`config.mk`:
```
export PLATFORM = sky130hd
export DESIGN_NAME = fwd_scoreboard_flat
export DESIGN_NICKNAME = d
export VERILOG_FILES = /design/src/rtl/fwd_scoreboard_if.sv /design/src/rtl/fwd_scoreboard.sv /design/src/flat_wrapper.sv
export SDC_FILE = /design/constraint.sdc
export NUM_CORES = 1
export LEC_CHECK = 0
export CORE_ASPECT_RATIO = 0.8
export CORE_MARGIN = 2
export CORE_UTILIZATION = 40
export DETAILED_ROUTE_END_ITERATION = 6
export PLACE_DENSITY = 0.93
export SYNTH_ARGS = -nofsm -noshare
export SYNTH_HDL_FRONTEND = slang
export SYNTH_SLANG_ARGS = --single-unit
export TNS_END_PERCENT = 10
```
`constraint.sdc`:
```
create_clock -name clk -period 5 [get_ports clk]
set_clock_uncertainty 0.2 [all_clocks]
set_input_delay 0.75 -clock clk [delete_from_list [all_inputs] [get_ports clk]]
set_output_delay 0.75 -clock clk [all_outputs]
set_load 0.05 [all_outputs]
```
`src/rtl/fwd_scoreboard_if.sv`:
```
// Signals between the D stage and the forwarding scoreboard: issue tag,
// per-stage results, per-port read requests and the forwarded operands.
interface fwd_scoreboard_if #(
    parameter int DW   = 32,
    parameter int AW   = 5,
    parameter int NRD  = 2,
    parameter int NSTG = 3,
    parameter int TW   = 2
);
    localparam int SW = $clog2(NSTG + 1);

    logic                iss_valid;
    logic [AW-1:0]       iss_wa;
    logic [TW-1:0]       iss_tnew;
    logic [NSTG*DW-1:0]  stg_data;
    logic [NRD*AW-1:0]   rd_addr;
    logic [NRD*TW-1:0]   rd_tuse;
    logic [NRD*DW-1:0]   rf_data;
    logic [NRD*DW-1:0]   rd_data;
    logic [NRD*SW-1:0]   fwd_sel;
    logic                stall;
    logic [31:0]         stall_cnt;

    modport master (
        output iss_valid, iss_wa, iss_tnew, stg_data, rd_addr, rd_tuse, rf_data,
        input  rd_data, fwd_sel, stall, stall_cnt
    );

    modport slave (
        input  iss_valid, iss_wa, iss_tnew, stg_data, rd_addr, rd_tuse, rf_data,
        output rd_data, fwd_sel, stall, stall_cnt
    );
endinterface

```
`src/rtl/fwd_scoreboard.sv`:
```
// Operand forwarding scoreboard: tracks in-flight register writes with a Tnew
// countdown per stage and resolves forward source and stall for every read port.
module fwd_scoreboard #(
    parameter int DW   = 32,
    parameter int AW   = 5,
    parameter int NRD  = 2,
    parameter int NSTG = 3,
    parameter int TW   = 2
) (
    input logic             clk,
    input logic             reset,
    fwd_scoreboard_if.slave bus
);
    localparam int SW = $clog2(NSTG + 1);

    logic [NSTG-1:0]          ent_valid;
    logic [NSTG-1:0][AW-1:0]  ent_wa;
    logic [NSTG-1:0][TW-1:0]  ent_tnew;
    logic [31:0]              stall_cnt;

    logic                     stall;
    logic [NRD-1:0]           hit;
    logic [NRD-1:0][SW-1:0]   hit_sel;
    logic [NRD-1:0][TW-1:0]   hit_tnew;
    logic [NRD-1:0][DW-1:0]   hit_data;
    logic [NRD-1:0][SW-1:0]   sel;
    logic [NRD-1:0][DW-1:0]   data;

    // Walk from oldest to youngest so the youngest matching writer is the one that sticks.
    always_comb begin
        hit      = '0;
        hit_sel  = '0;
        hit_tnew = '0;
        hit_data = '0;
        for (int p = 0; p < NRD; p++) begin
            for (int k = NSTG - 1; k >= 0; k--) begin
                if (ent_valid[k] && bus.rd_addr[p*AW +: AW] != '0 &&
                    ent_wa[k] == bus.rd_addr[p*AW +: AW]) begin
                    hit[p]      = 1'b1;
                    hit_sel[p]  = SW'(k + 1);
                    hit_tnew[p] = ent_tnew[k];
                    hit_data[p] = bus.stg_data[k*DW +: DW];
                end
            end
        end
    end

    // A pending result that is not yet due falls back to the RF; a later stage re-forwards it.
    always_comb begin
        stall = 1'b0;
        sel   = '0;
        data  = '0;
        for (int p = 0; p < NRD; p++) begin
            data[p] = bus.rf_data[p*DW +: DW];
            if (hit[p]) begin
                if (hit_tnew[p] > bus.rd_tuse[p*TW +: TW]) begin
                    stall = 1'b1;
                end
                if (hit_tnew[p] == '0) begin
                    sel[p]  = hit_sel[p];
                    data[p] = hit_data[p];
                end
            end
        end
    end

    assign bus.rd_data   = data;
    assign bus.fwd_sel   = sel;
    assign bus.stall     = stall;
    assign bus.stall_cnt = stall_cnt;

    // A stalled D stage pushes a bubble into entry 0; the oldest entry retires into the RF.
    always_ff @(posedge clk) begin
        if (reset) begin
            ent_valid <= '0;
            ent_wa    <= '0;
            ent_tnew  <= '0;
            stall_cnt <= '0;
        end else begin
            ent_valid[0] <= bus.iss_valid && (bus.iss_wa != '0) && !stall;
            ent_wa[0]    <= bus.iss_wa;
            ent_tnew[0]  <= bus.iss_tnew;
            for (int k = 1; k < NSTG; k++) begin
                ent_valid[k] <= ent_valid[k-1];
                ent_wa[k]    <= ent_wa[k-1];
                ent_tnew[k]  <= (ent_tnew[k-1] == '0) ? '0 : ent_tnew[k-1] - TW'(1);
            end
            if (stall && stall_cnt != 32'hFFFF_FFFF) begin
                stall_cnt <= stall_cnt + 32'd1;
            end
        end
    end
endmodule

```
`src/flat_wrapper.sv`:
```
// flat-port wrapper written by rule: the top's interface ports become plain ports
module fwd_scoreboard_flat 
#(
    parameter int DW   = 32,
    parameter int AW   = 5,
    parameter int NRD  = 2,
    parameter int NSTG = 3,
    parameter int TW   = 2
)
  (clk, reset, bus_iss_valid, bus_iss_wa, bus_iss_tnew, bus_stg_data, bus_rd_addr, bus_rd_tuse, bus_rf_data, bus_rd_data, bus_fwd_sel, bus_stall, bus_stall_cnt);
  fwd_scoreboard_if #(.DW(DW), .AW(AW), .NRD(NRD), .NSTG(NSTG), .TW(TW)) bus_i ();
  input logic clk;
  input logic reset;
  input wire logic [$bits(bus_i.iss_valid)-1:0] bus_iss_valid;
  input wire logic [$bits(bus_i.iss_wa)-1:0] bus_iss_wa;
  input wire logic [$bits(bus_i.iss_tnew)-1:0] bus_iss_tnew;
  input wire logic [$bits(bus_i.stg_data)-1:0] bus_stg_data;
  input wire logic [$bits(bus_i.rd_addr)-1:0] bus_rd_addr;
  input wire logic [$bits(bus_i.rd_tuse)-1:0] bus_rd_tuse;
  input wire logic [$bits(bus_i.rf_data)-1:0] bus_rf_data;
  output wire logic [$bits(bus_i.rd_data)-1:0] bus_rd_data;
  output wire logic [$bits(bus_i.fwd_sel)-1:0] bus_fwd_sel;
  output wire logic [$bits(bus_i.stall)-1:0] bus_stall;
  output wire logic [$bits(bus_i.stall_cnt)-1:0] bus_stall_cnt;
  assign bus_i.iss_valid = bus_iss_valid;
  assign bus_i.iss_wa = bus_iss_wa;
  assign bus_i.iss_tnew = bus_iss_tnew;
  assign bus_i.stg_data = bus_stg_data;
  assign bus_i.rd_addr = bus_rd_addr;
  assign bus_i.rd_tuse = bus_rd_tuse;
  assign bus_i.rf_data = bus_rf_data;
  assign bus_rd_data = bus_i.rd_data;
  assign bus_fwd_sel = bus_i.fwd_sel;
  assign bus_stall = bus_i.stall;
  assign bus_stall_cnt = bus_i.stall_cnt;
  fwd_scoreboard #(.DW(DW), .AW(AW), .NRD(NRD), .NSTG(NSTG), .TW(TW)) u_core (.clk(clk), .reset(reset), .bus(bus_i));
endmodule
```
==> results.md <==
- Status: complete, no violations
- Clk buf depth: 2
- Residual DRC: 0
- Clock sinks: 56
- Port bufs: around 280
- Critical Path Start Type: primary input
- Via density per instance: 5.63
- Final Setup Violations: 0
- Max-slew violations: 0
- Share of cells above drive strength 1: 16.8%
- Vias post-DR: 6161
- Worst IR Drop VDD: 0.000140 V
- Overflow after GRT: 0
- Setup Crit Path Kind: in -> out
- Drt first pass iters: 6
- Post-route minimum period: 4800 ps
- Total track usage: around 28%
- Mapped Cells: approximately 650
- Synthesized area per cell: 7.96 sq um
- HPWL Detailed: 16400 um
- P_leak: 3.45 nW
- Worst slew margin: 30.8%
- WHS: 254 ps
- Core Area: 0.0127 sq mm
- Worst-path maximum fanout: 5
- Fraction of registers with async set/reset: 0%
- Worst Path Required: 4050 ps
- Area grow syn2layout: 67.7%
- Seq/Total Area, Yosys: 21.8%
- Gp weighted congestion: 0.973
- PD cells: 153 mW/mm^2
- Yosys warns: 0
- Arr. time, crit path: about 3900 ps
- Iter 0 DRT Violations: 483
- Worst-Skew Late Latency: just under 300 ps
- Final wirelength: 20700 um
- Clk root buf: clkbuf_16
- Setup slack after layout: 198 ps
- Synth Register Bits: 56
- Hold Path Class: reg -> reg
- Setup TNS Final: 0 ps
- CTS tree: done
- Max Fclk: 0.208 GHz
- Initial antenna violation count: 5
- Die ar.: around 0.014 sq mm
- Post-CTS Repair Setup Buffers: 0
- NumNets Final: 1103
- Clk slew on worst S/H paths: around 70 ps
- Pwr Total: 1.32 mW
- Slew @ Worst Pin: 1040 ps
- Chip height: 105 um
- Unique masters post-synth: between 50 and 60
- Antenna Nets Post-Route: 0
- CTS Hold Bufs: 0
- Die width: 131 um
- Final Cycle Share: 96.0%
- # rows: 37
- Post-synth top flop: dfxtp_1
- Number of enable flip-flop cells after synthesis: 0
- Finished Core Util: 68.0%
- DR WL/cell: approximately 19 um
- Vias in the first global route: roughly 6000
- Syn Nets: 837
- Starting density of the core: 40.5%
- H-Tree Depth: 2
- Resize count post-CTS: 0
- Synth Cell Area: 0.00514 sq mm
- First-pass GRT wire length: 30800 um
- Largest net degree at the start of global routing: 67
- DP Worst Slack: 85.4 ps
- Max Cap Viol: 0
- # IOs: 285
- Fin. Hold Viols: 0
- RSZ-0062 raised after global routing: false
- CP endpoint kind: output port
- TritonCTS Buffers: 5
## placed cells by master, fill, tap and decap left out, types with 7 or more instances in the layout
cell type          n
clkdlybuf4s50_1  214
o21ai_0           75
dfxtp_1           56
buf_4             51
nand2_1           49
inv_1             48
buf_12            38
mux2i_1           33
xnor2_1           32
a221o_1           32
nor2_1            32
a22oi_1           32
mux2_4            30
a21oi_1           27
nor2b_1           20
or3_1             17
nand4_1           13
nand3_1           13
nor3_1            11
or4_1              7
o31ai_1            7
ha_1               7
## power breakdown
part | internal (mW) | leakage [nW] | switching, mW
Combinational | 0.265 | 2.92 | 0.233
Clock | 0.200 | 0.0702 | 0.157
Sequential | 0.455 | 0.455 | 0.0101
Total | 0.919 | 3.45 | 0.400
## through the flow
step	std cells	instance area [sq um]
after CTS	1085	8590
final	1094	8620
after floorplan	646	5140
after global routing	1093	8620
after detailed placement	1077	8440
after global placement	1077	8440
## cell type report
type	instances	area (sq um)
fillers	1029	4060
multi-input cells	497	3650
repair buffers	304	3290
flip-flops and latches	56	1120
well taps	175	219
inverters	48	180
clock buffers	7	143
diodes	6	15.0
clock inverters	1	7.51
## state kept, by name, summed over array words and instances (netlist names)
signal                cells
u_core.ent_valid          3
u_core.ent_tnew           6
u_core.bus.stall_cnt     32
u_core.ent_wa            15
## synthesized netlist by cell type (7+ instances only)
| cell | instances | area, sq um |
|---|---|---|
| nand3_1 | 13 | 65.1 |
| o21ai_0 | 75 | 375 |
| a221o_1 | 32 | 320 |
| a22oi_1 | 32 | 240 |
| ha_1 | 7 | 87.6 |
| mux2i_1 | 33 | 330 |
| nor2b_1 | 20 | 125 |
| o31ai_1 | 7 | 52.6 |
| nand4_1 | 13 | 81.3 |
| or3_1 | 17 | 106 |
| a21oi_1 | 27 | 135 |
| nor3_1 | 11 | 55.1 |
| or4_1 | 7 | 52.6 |
| inv_1 | 48 | 180 |
| xnor2_1 | 32 | 280 |
| buf_2 | 8 | 40.0 |
| nand2_1 | 49 | 184 |
| clkbuf_1 | 30 | 113 |
| nor2_1 | 32 | 120 |
| dfxtp_1 | 56 | 1120 |
| mux2_4 | 30 | 450 |
## worst paths after layout
path                                 startpoint                               endpoint  slack, ps  depth (start not counted)
setup / recovery                 bus_rd_addr[9]                              bus_stall        200                         13
hold / removal    u_core.ent_tnew[2]$_SDFF_PP0_          u_core.ent_tnew[4]$_SDFF_PP0_        250                          1
setup reg to reg    u_core.ent_wa[1]$_SDFF_PP0_  u_core.bus.stall_cnt[15]$_SDFFE_PP0P_       1280                         12
hold reg to reg   u_core.ent_tnew[2]$_SDFF_PP0_          u_core.ent_tnew[4]$_SDFF_PP0_        250                          1
## cells by family after synthesis
| kind of cell | count (synthesis) | synth area share, % |
|---|---|---|
| flip-flops | 56 | 21.8 |
| AND/OR/NAND/NOR | 185 | 19.4 |
| XOR/XNOR | 37 | 6.30 |
| multiplexers | 67 | 16.1 |
| adder cells (fa/ha/maj) | 7 | 1.70 |
| AO/OA/AOI/OAI | 201 | 26.8 |
| buffers and inverters | 93 | 7.93 |
## worst max-delay path, cell delays in order
cell             delay (ps)
clkdlybuf4s50_1         500
or4_4                   480
nor2_4                  170
nor4_4                   90
buf_4                   170
a221oi_2                390
nor2_1                  100
ha_1                    300
a21oi_1                  60
a21oi_1                 270
o31ai_1                 220
nand2_1                 180
buf_12                  150
## routing by layer
metal / vias up / global-route usage, % / routed length (um)
met3: 59 / 6.85 / 1910
met1: 2872 / 35.5 / 8250
li1: 2917 / - / -
met4: 0 / 13.3 / 969
met5: - / 0 / 0
met2: 313 / 45.2 / 9530
(Power assumes the default switching activity.)
